### config.mk
export PLATFORM = sky130hd
export DESIGN_NAME = serial_sub
export DESIGN_NICKNAME = d
export VERILOG_FILES = /design/src/rtl/serial_sub.sv
export SDC_FILE = /design/constraint.sdc
export NUM_CORES = 1
export LEC_CHECK = 0
export ABC_AREA = 1
export BUFFER_PORTS_ARGS = -buffer_cell sky130_fd_sc_hd__buf_2
export CORE_MARGIN = 4
export CORE_UTILIZATION = 57
export CTS_CLUSTER_DIAMETER = 120
export DETAILED_ROUTE_END_ITERATION = 8
export PLACE_DENSITY_LB_ADDON = 0.08
export SLEW_MARGIN = 25
export SYNTH_ARGS = -nofsm -noshare
export SYNTH_HDL_FRONTEND = slang
export SYNTH_SLANG_ARGS = --single-unit
### constraint.sdc
create_clock -name clk -period 3.2 [get_ports clk]
set_input_delay 0.48 -clock clk [delete_from_list [all_inputs] [get_ports clk]]
set_output_delay 0.48 -clock clk [all_outputs]
set_load 0.05 [all_outputs]
### src/rtl/serial_sub.sv
// Bit-serial two's-complement subtractor: D = A - B - Bin, one bit per clock, LSB first.
// Optional signed-overflow output is enabled by defining SERIAL_SUB_OVF_EN.
module serial_sub #(
  parameter int WIDTH = 4
) (
  input  logic             clk,
  input  logic             rst,
  input  logic             start,
  input  logic [WIDTH-1:0] A,
  input  logic [WIDTH-1:0] B,
  input  logic             Bin,
  output logic             busy,
  output logic             done,
  output logic [WIDTH-1:0] D,
  output logic             Bout
`ifdef SERIAL_SUB_OVF_EN
  ,
  output logic             ovf
`endif
);

  localparam int CW = $clog2(WIDTH) + 1;
  localparam logic [CW-1:0] LAST = CW'(WIDTH - 1);

  typedef enum logic [1:0] {
    IDLE = 2'd0,
    RUN  = 2'd1,
    DONE = 2'd2
  } state_t;

  state_t           state_q, state_d;
  logic [WIDTH-1:0] aSh_q, aSh_d;
  logic [WIDTH-1:0] bSh_q, bSh_d;
  logic [WIDTH-1:0] res_q, res_d;
  logic [CW-1:0]    cnt_q, cnt_d;
  logic             br_q, br_d;
  logic [WIDTH-1:0] dOut_q, dOut_d;
  logic             bout_q, bout_d;
  logic             busy_q, busy_d;
  logic             done_q, done_d;
  logic             bitD, brNext;
`ifdef SERIAL_SUB_OVF_EN
  logic             aSign_q, aSign_d;
  logic             bSign_q, bSign_d;
  logic             ovf_q, ovf_d;
`endif

  always_ff @(posedge clk) begin
    if (rst) begin
      state_q <= IDLE;
      aSh_q   <= '0;
      bSh_q   <= '0;
      res_q   <= '0;
      cnt_q   <= '0;
      br_q    <= 1'b0;
      dOut_q  <= '0;
      bout_q  <= 1'b0;
      busy_q  <= 1'b0;
      done_q  <= 1'b0;
`ifdef SERIAL_SUB_OVF_EN
      aSign_q <= 1'b0;
      bSign_q <= 1'b0;
      ovf_q   <= 1'b0;
`endif
    end else begin
      state_q <= state_d;
      aSh_q   <= aSh_d;
      bSh_q   <= bSh_d;
      res_q   <= res_d;
      cnt_q   <= cnt_d;
      br_q    <= br_d;
      dOut_q  <= dOut_d;
      bout_q  <= bout_d;
      busy_q  <= busy_d;
      done_q  <= done_d;
`ifdef SERIAL_SUB_OVF_EN
      aSign_q <= aSign_d;
      bSign_q <= bSign_d;
      ovf_q   <= ovf_d;
`endif
    end
  end

  // Shared full-subtractor cell operating on the current LSBs.
  assign bitD   = aSh_q[0] ^ bSh_q[0] ^ br_q;
  assign brNext = (~aSh_q[0] & bSh_q[0]) | (~aSh_q[0] & br_q) | (bSh_q[0] & br_q);

  always_comb begin
    state_d = state_q;
    aSh_d   = aSh_q;
    bSh_d   = bSh_q;
    res_d   = res_q;
    cnt_d   = cnt_q;
    br_d    = br_q;
    dOut_d  = dOut_q;
    bout_d  = bout_q;
`ifdef SERIAL_SUB_OVF_EN
    aSign_d = aSign_q;
    bSign_d = bSign_q;
    ovf_d   = ovf_q;
`endif
    unique case (state_q)
      IDLE, DONE: begin
        if (start) begin
          state_d = RUN;
          aSh_d   = A;
          bSh_d   = B;
          br_d    = Bin;
          cnt_d   = '0;
          res_d   = '0;
`ifdef SERIAL_SUB_OVF_EN
          aSign_d = A[WIDTH-1];
          bSign_d = B[WIDTH-1];
`endif
        end else begin
          state_d = IDLE;
        end
      end
      RUN: begin
        aSh_d = {1'b0, aSh_q[WIDTH-1:1]};
        bSh_d = {1'b0, bSh_q[WIDTH-1:1]};
        res_d = {bitD, res_q[WIDTH-1:1]};
        br_d  = brNext;
        cnt_d = cnt_q + CW'(1);
        // Visible result only changes on the final bit, so no partial values leak out.
        if (cnt_q == LAST) begin
          state_d = DONE;
          dOut_d  = {bitD, res_q[WIDTH-1:1]};
          bout_d  = brNext;
`ifdef SERIAL_SUB_OVF_EN
          ovf_d   = (aSign_q != bSign_q) && (bitD != aSign_q);
`endif
        end
      end
      default: state_d = IDLE;
    endcase
    busy_d = (state_d == RUN);
    done_d = (state_d == DONE);
  end

  assign busy = busy_q;
  assign done = done_q;
  assign D    = dOut_q;
  assign Bout = bout_q;
`ifdef SERIAL_SUB_OVF_EN
  assign ovf  = ovf_q;
`endif

endmodule

# Word-level counts from Yosys, hierarchy flattened
# Cells that the tools add are included.
# Widths: inputs -> output; s select.
# word_totals
reg_bits	25
inputBits	12
out_inout_bits	7
elab_cells	43
# op_classes
add_sub_neg	1
eq_ne	6
mux	13
bitwise	8
reduce_logical	5
# op_table
cell	count
$pmux 4 s2	3
$mux 4	3
$pmux 3 s2	1
$eq 2x1->1 const B	2
$eq 2x2->1 const B	2
$pmux 2 s2	1
$reduce_and 2->1	2
$add 3x1->3 const B	1
$and 1x1->1	3
$eq 3x2->1 const B	1
$mux 3	1
$logic_not 2->1	1
$mux 1	2
$mux 2	1
$ne 2x2->1 const B	1
$or 1x1->1	2
$pmux 1 s2	1
$reduce_bool 2->1	1
$reduce_or 2->1	1
$xor 1x1->1	2
$not 1->1	1

# Longest topological paths before layout
# logic_depth
ltp_word	5
mapped_depth	7
mapped_depth_nobuf	6

# Least setup slack after synthesis
# OpenSTA, ideal clock, no wires.
# synth_timing
kind	register to register
start	reg cnt_q[0]
end	reg cnt_q[2]
setup_time_ps	70
arrival_ps	1120
t_required_ps	3130
path_slack_ps	2011
stages_incl_launch_ff	5
path_buffers	0
period_less_slack_ps	1189
cell_sequence	dfxtp_1 ha_1 ha_1 or2_2 a21oi_1
# synth_between
elab_chain_cells	2
# synth_lines
item	line_no	source
start: declaration	35	logic [CW-1:0] cnt_q, cnt_d;
start signal: assignment	70	cnt_q <= cnt_d;
$add 3x1->3	124	cnt_d = cnt_q + CW'(1);
$pmux 3 s2	102	unique case (state_q)
# No other way between the ends.
# A chain may end at the register's enable or synchronous reset.

# Worst setup path after layout
# layout_timing
start	reg state_q[0]
end	reg bout_q, in the netlist Bout
# layout_between
elab_chain_cells	2
# layout_lines
item	line_no	source
start: declaration	31	state_t state_q, state_d;
start signal: assignment	66	state_q <= state_d;
$eq 2x1->1	102	
$reduce_and 2->1 (no source line)	n/a	
end signal: assignment	73	bout_q <= bout_d;
end: declaration	38	logic bout_q, bout_d;
# No other way between the ends.

==> PnR_summary.wiki <==
{| class="wikitable"
! Metric !! Value
|-
| Number of sinks handled by clock tree synthesis || 24
|-
| Worst r2r path cells || 5
|-
| First-pass GRT wire length || 3560 um
|-
| Initial core utilization || 60.1%
|-
| Synthesized Nets || 147
|-
| Clock Tree Buf Depth || 2
|-
| Critical path required time || 3.41 ns
|-
| Area of the core || 0.00171 mm2
|-
| R2r endpoint || Bout$_SDFFE_PP0P_
|-
| Synth unique cells || 20
|-
| Via count of the first global-routing pass || 830
|-
| Tmin final || 1.59 ns
|-
| Critical path start-end classification || reg -> reg
|-
| Number of remaining DRC errors || 0
|-
| Largest net degree at the start of global routing || 24
|-
| Post-synthesis cell count || 132
|-
| Relative contribution of sequential cells to total power || 57.1%
|-
| Final global-route overflow total || 0
|-
| Timing-limited maximum frequency || 627 MHz
|-
| Count of vias placed by the detailed router || 850
|-
| Antenna violations before repair || 0
|-
| Seq/Total Area, Yosys || 46.8%
|-
| Fill cell total of the finished layout || 154
|-
| Overall Power || 566 uW
|-
| Count of input and output buffers || 18
|-
| Hold depth || 3
|-
| Fin nets || 163
|-
| Die Area || 0.00255 mm2
|-
| Overall routed net length || 1980 um
|-
| Max-slew violation count || 0
|-
| Launch point of the worst reg-to-reg path || state_q[0]$_SDFF_PP0_
|-
| Worst Tran Pin Value || 0.755 ns
|-
| P_sw || 152 uW
|-
| Number of H-tree branching levels || 1
|-
| Max VDD drop || 0.371 mV
|-
| Number of nets with antenna violations after routing || 0
|-
| Iter 0 DRT Violations || 3
|-
| Mean cell area of the mapped netlist || 7.78 um2
|-
| Layout overhead on the synthesized area || 10.1%
|-
| Largest fanout of any net on the critical path || 20
|-
| Tightest slew margin relative to the limit || 49.6%
|-
| Worst clock skew || 0.00134 ns
|-
| Hold endpoint || bSh_q[2]$_SDFFE_PP0P_
|-
| Number of top-level design ports || 19
|-
| Internal power || 414 uW
|-
| Cell taking the most area after synthesis || dfxtp_1
|-
| Width of the chip || 50.5 um
|-
| Critical path arrival || 1.81 ns
|-
| Post-CTS setup-driven buffer insertion count || 0
|-
| Switching fraction of total power || 26.9%
|-
| Post_cts resized || 0
|-
| Combinational cell fraction of total power || 15.0%
|-
| Combined area of all synthesized cells || 0.00103 mm2
|-
| Static Leakage || 0.000520 uW
|-
| Status || complete, no violations
|-
| Total CTS buffers || 3
|-
| Top area cells in the synthesized netlist || dfxtp_1, nand3_1, nand2_1
|-
| Worst min-delay path startpoint || B[2]
|-
| Number of hold-repair buffers added at the cts stage || 0
|-
| CTS root buffer || clkbuf_4
|-
| Kind of launch point of the worst setup path || flop
|-
| Overall Global Routing Usage || 18.3%
|-
| Max Cap Violations || 0
|-
| Synth Warn # || 0
|-
| Weighted congestion reported at the end of routability-driven placement || 0.769
|-
| Share of layout cells above drive strength 1 || 19.0%
|-
| Proportion of netlist area held by the largest area contributor || 46.8%
|-
| Unrepaired setup endpoints after global routing || no
|-
| Routed len/inst || 11.5 um
|-
| Vias per Instance || 4.94
|-
| Clk_lat worst skew || 0.31 ns
|-
| Ant. Diodes || 0
|-
| R2R Setup Slk || 1.61 ns
|-
| Clock share of power || 27.9%
|-
| Area post-placement || 0.00109 mm2
|-
| Number of placed instances with taps included || 168
|-
| Number of iterations in the first detailed-routing pass || 4
|-
| Final hold viol count || 0
|-
| Total Neg Setup Slack || 0 ns
|-
| Count of state elements after synthesis || 24
|-
| Clock transition at the register clock pins on the worst setup and hold paths after CTS || 0.13 ns
|-
| Final setup violation count || 0
|-
| HPWL after DPL || 1380 um
|-
| Cell area after layout || 0.00113 mm2
|-
| Die Height || 50.5 um
|-
| Worst setup EP type || flop
|-
| CTS tree || yes
|-
| Site Rows || 15
|-
| Share of the cycle needed by the critical path after routing || 49.8%
|-
| Worst min-delay path category || in -> reg
|-
| Post-layout instance count excluding filler cells || 172
|-
| Power per unit of standard cell area || 500 mW/mm2
|}
[power groups by stage]
| stage | Combinational (uW) | Clock (uW) | Sequential, uW |
|---|---|---|---|
| final | 84.9 | 158 | 323 |
| after global routing | 98.2 | 171 | 325 |
| after CTS | 85.8 | 160 | 323 |
| after detailed placement | 84.9 | 0 | 330 |
| after global placement | 83.0 | 0 | 329 |
| after floorplan | 67.4 | 0 | 332 |
[worst max path at each step]
stage                          start                    end  slack, ns
3_5_place_dp   state_q[0]$_SDFF_PP0_      Bout$_SDFFE_PP0P_       1.62
4_1_cts        state_q[0]$_SDFF_PP0_      Bout$_SDFFE_PP0P_       1.60
2_1_floorplan  cnt_q[0]$_SDFFE_PP0P_  cnt_q[2]$_SDFFE_PP0P_       2.01
5_1_grt        state_q[0]$_SDFF_PP0_      D[2]$_SDFFE_PP0P_       1.40
3_3_place_gp   state_q[0]$_SDFF_PP0_      Bout$_SDFFE_PP0P_       1.67
6_report       state_q[0]$_SDFF_PP0_      Bout$_SDFFE_PP0P_       1.61
[registers in the layout (all words and copies together), names as in the netlist]
register and count:
Bout 1, res_q 3, bSh_q 4, done 1
cnt_q 3, br_q 1, state_q 2, busy 1
aSh_q 4, D 4
[cells in the final DEF, fill, tap and decap left out, drive strengths merged]
master  instances
fa              1
nor2           10
nand3          26
nand3b          1
clkbuf          4
nand2          25
buf            18
o21ai           2
a21oi          11
or2             1
ha              2
nor3            6
dfxtp          24
inv            16
[critical path: stages, from the launching register on]
cell and delay [ns]:
dfxtp_1 0.39, inv_2 0.07, nor2_2 0.58, nand2_1 0.26, nand3_1 0.13, o21ai_1 0.08
[synthesized netlist by cell type]
cell / instances
inv_2: 2
nand3_1: 25
nor2_1: 9
a21oi_1: 11
or2_2: 1
nand3_4: 1
nand3b_1: 1
o21ai_1: 1
nor3_1: 6
nor2_2: 1
o21ai_0: 1
ha_1: 2
buf_6: 1
nand2_2: 1
fa_1: 1
buf_2: 1
inv_1: 14
dfxtp_1: 24
nand2_1: 24
buf_4: 5
[per-stage QoR]
step	utilization (%)	hold WS, ns	setup WS (ns)
global placement	64.1	0.443	1.67
CTS	66.2	0.393	1.60
global route	66.2	0.398	1.40
detailed placement	64.1	0.455	1.62
floorplan	-	0.429	2.01
finish	66.2	0.392	1.61
[cell type report]
type	count	area, um2	share of cell area, %
clock buffer	4	36.3	3.21
inverter	16	60.1	5.31
multi-input combinational	85	433	38.3
sequential	24	480	42.5
tap	25	31.3	2.77
timing repair buffer	18	90.1	7.96
[kinds of logic (layout without fill, tap and decap cells)]
group | count (synthesis) | in the layout | synth area share [%]
AND/OR/NAND/NOR | 69 | 69 | 31.4
adder cells (fa/ha/maj) | 3 | 3 | 4.38
flip-flops | 24 | 24 | 46.8
buffers and inverters | 23 | 38 | 11.1
AO/OA/AOI/OAI | 13 | 13 | 6.33
[layer usage]
metal	vias to the layer above	routed length [um]	track usage, %
li1	458	-	-
met1	373	963	23.2
met4	0	16	6.73
met5	-	0	0
met2	17	910	29.8
met3	2	90	4.75
No activity file was read; power rests on OpenSTA's default activity.
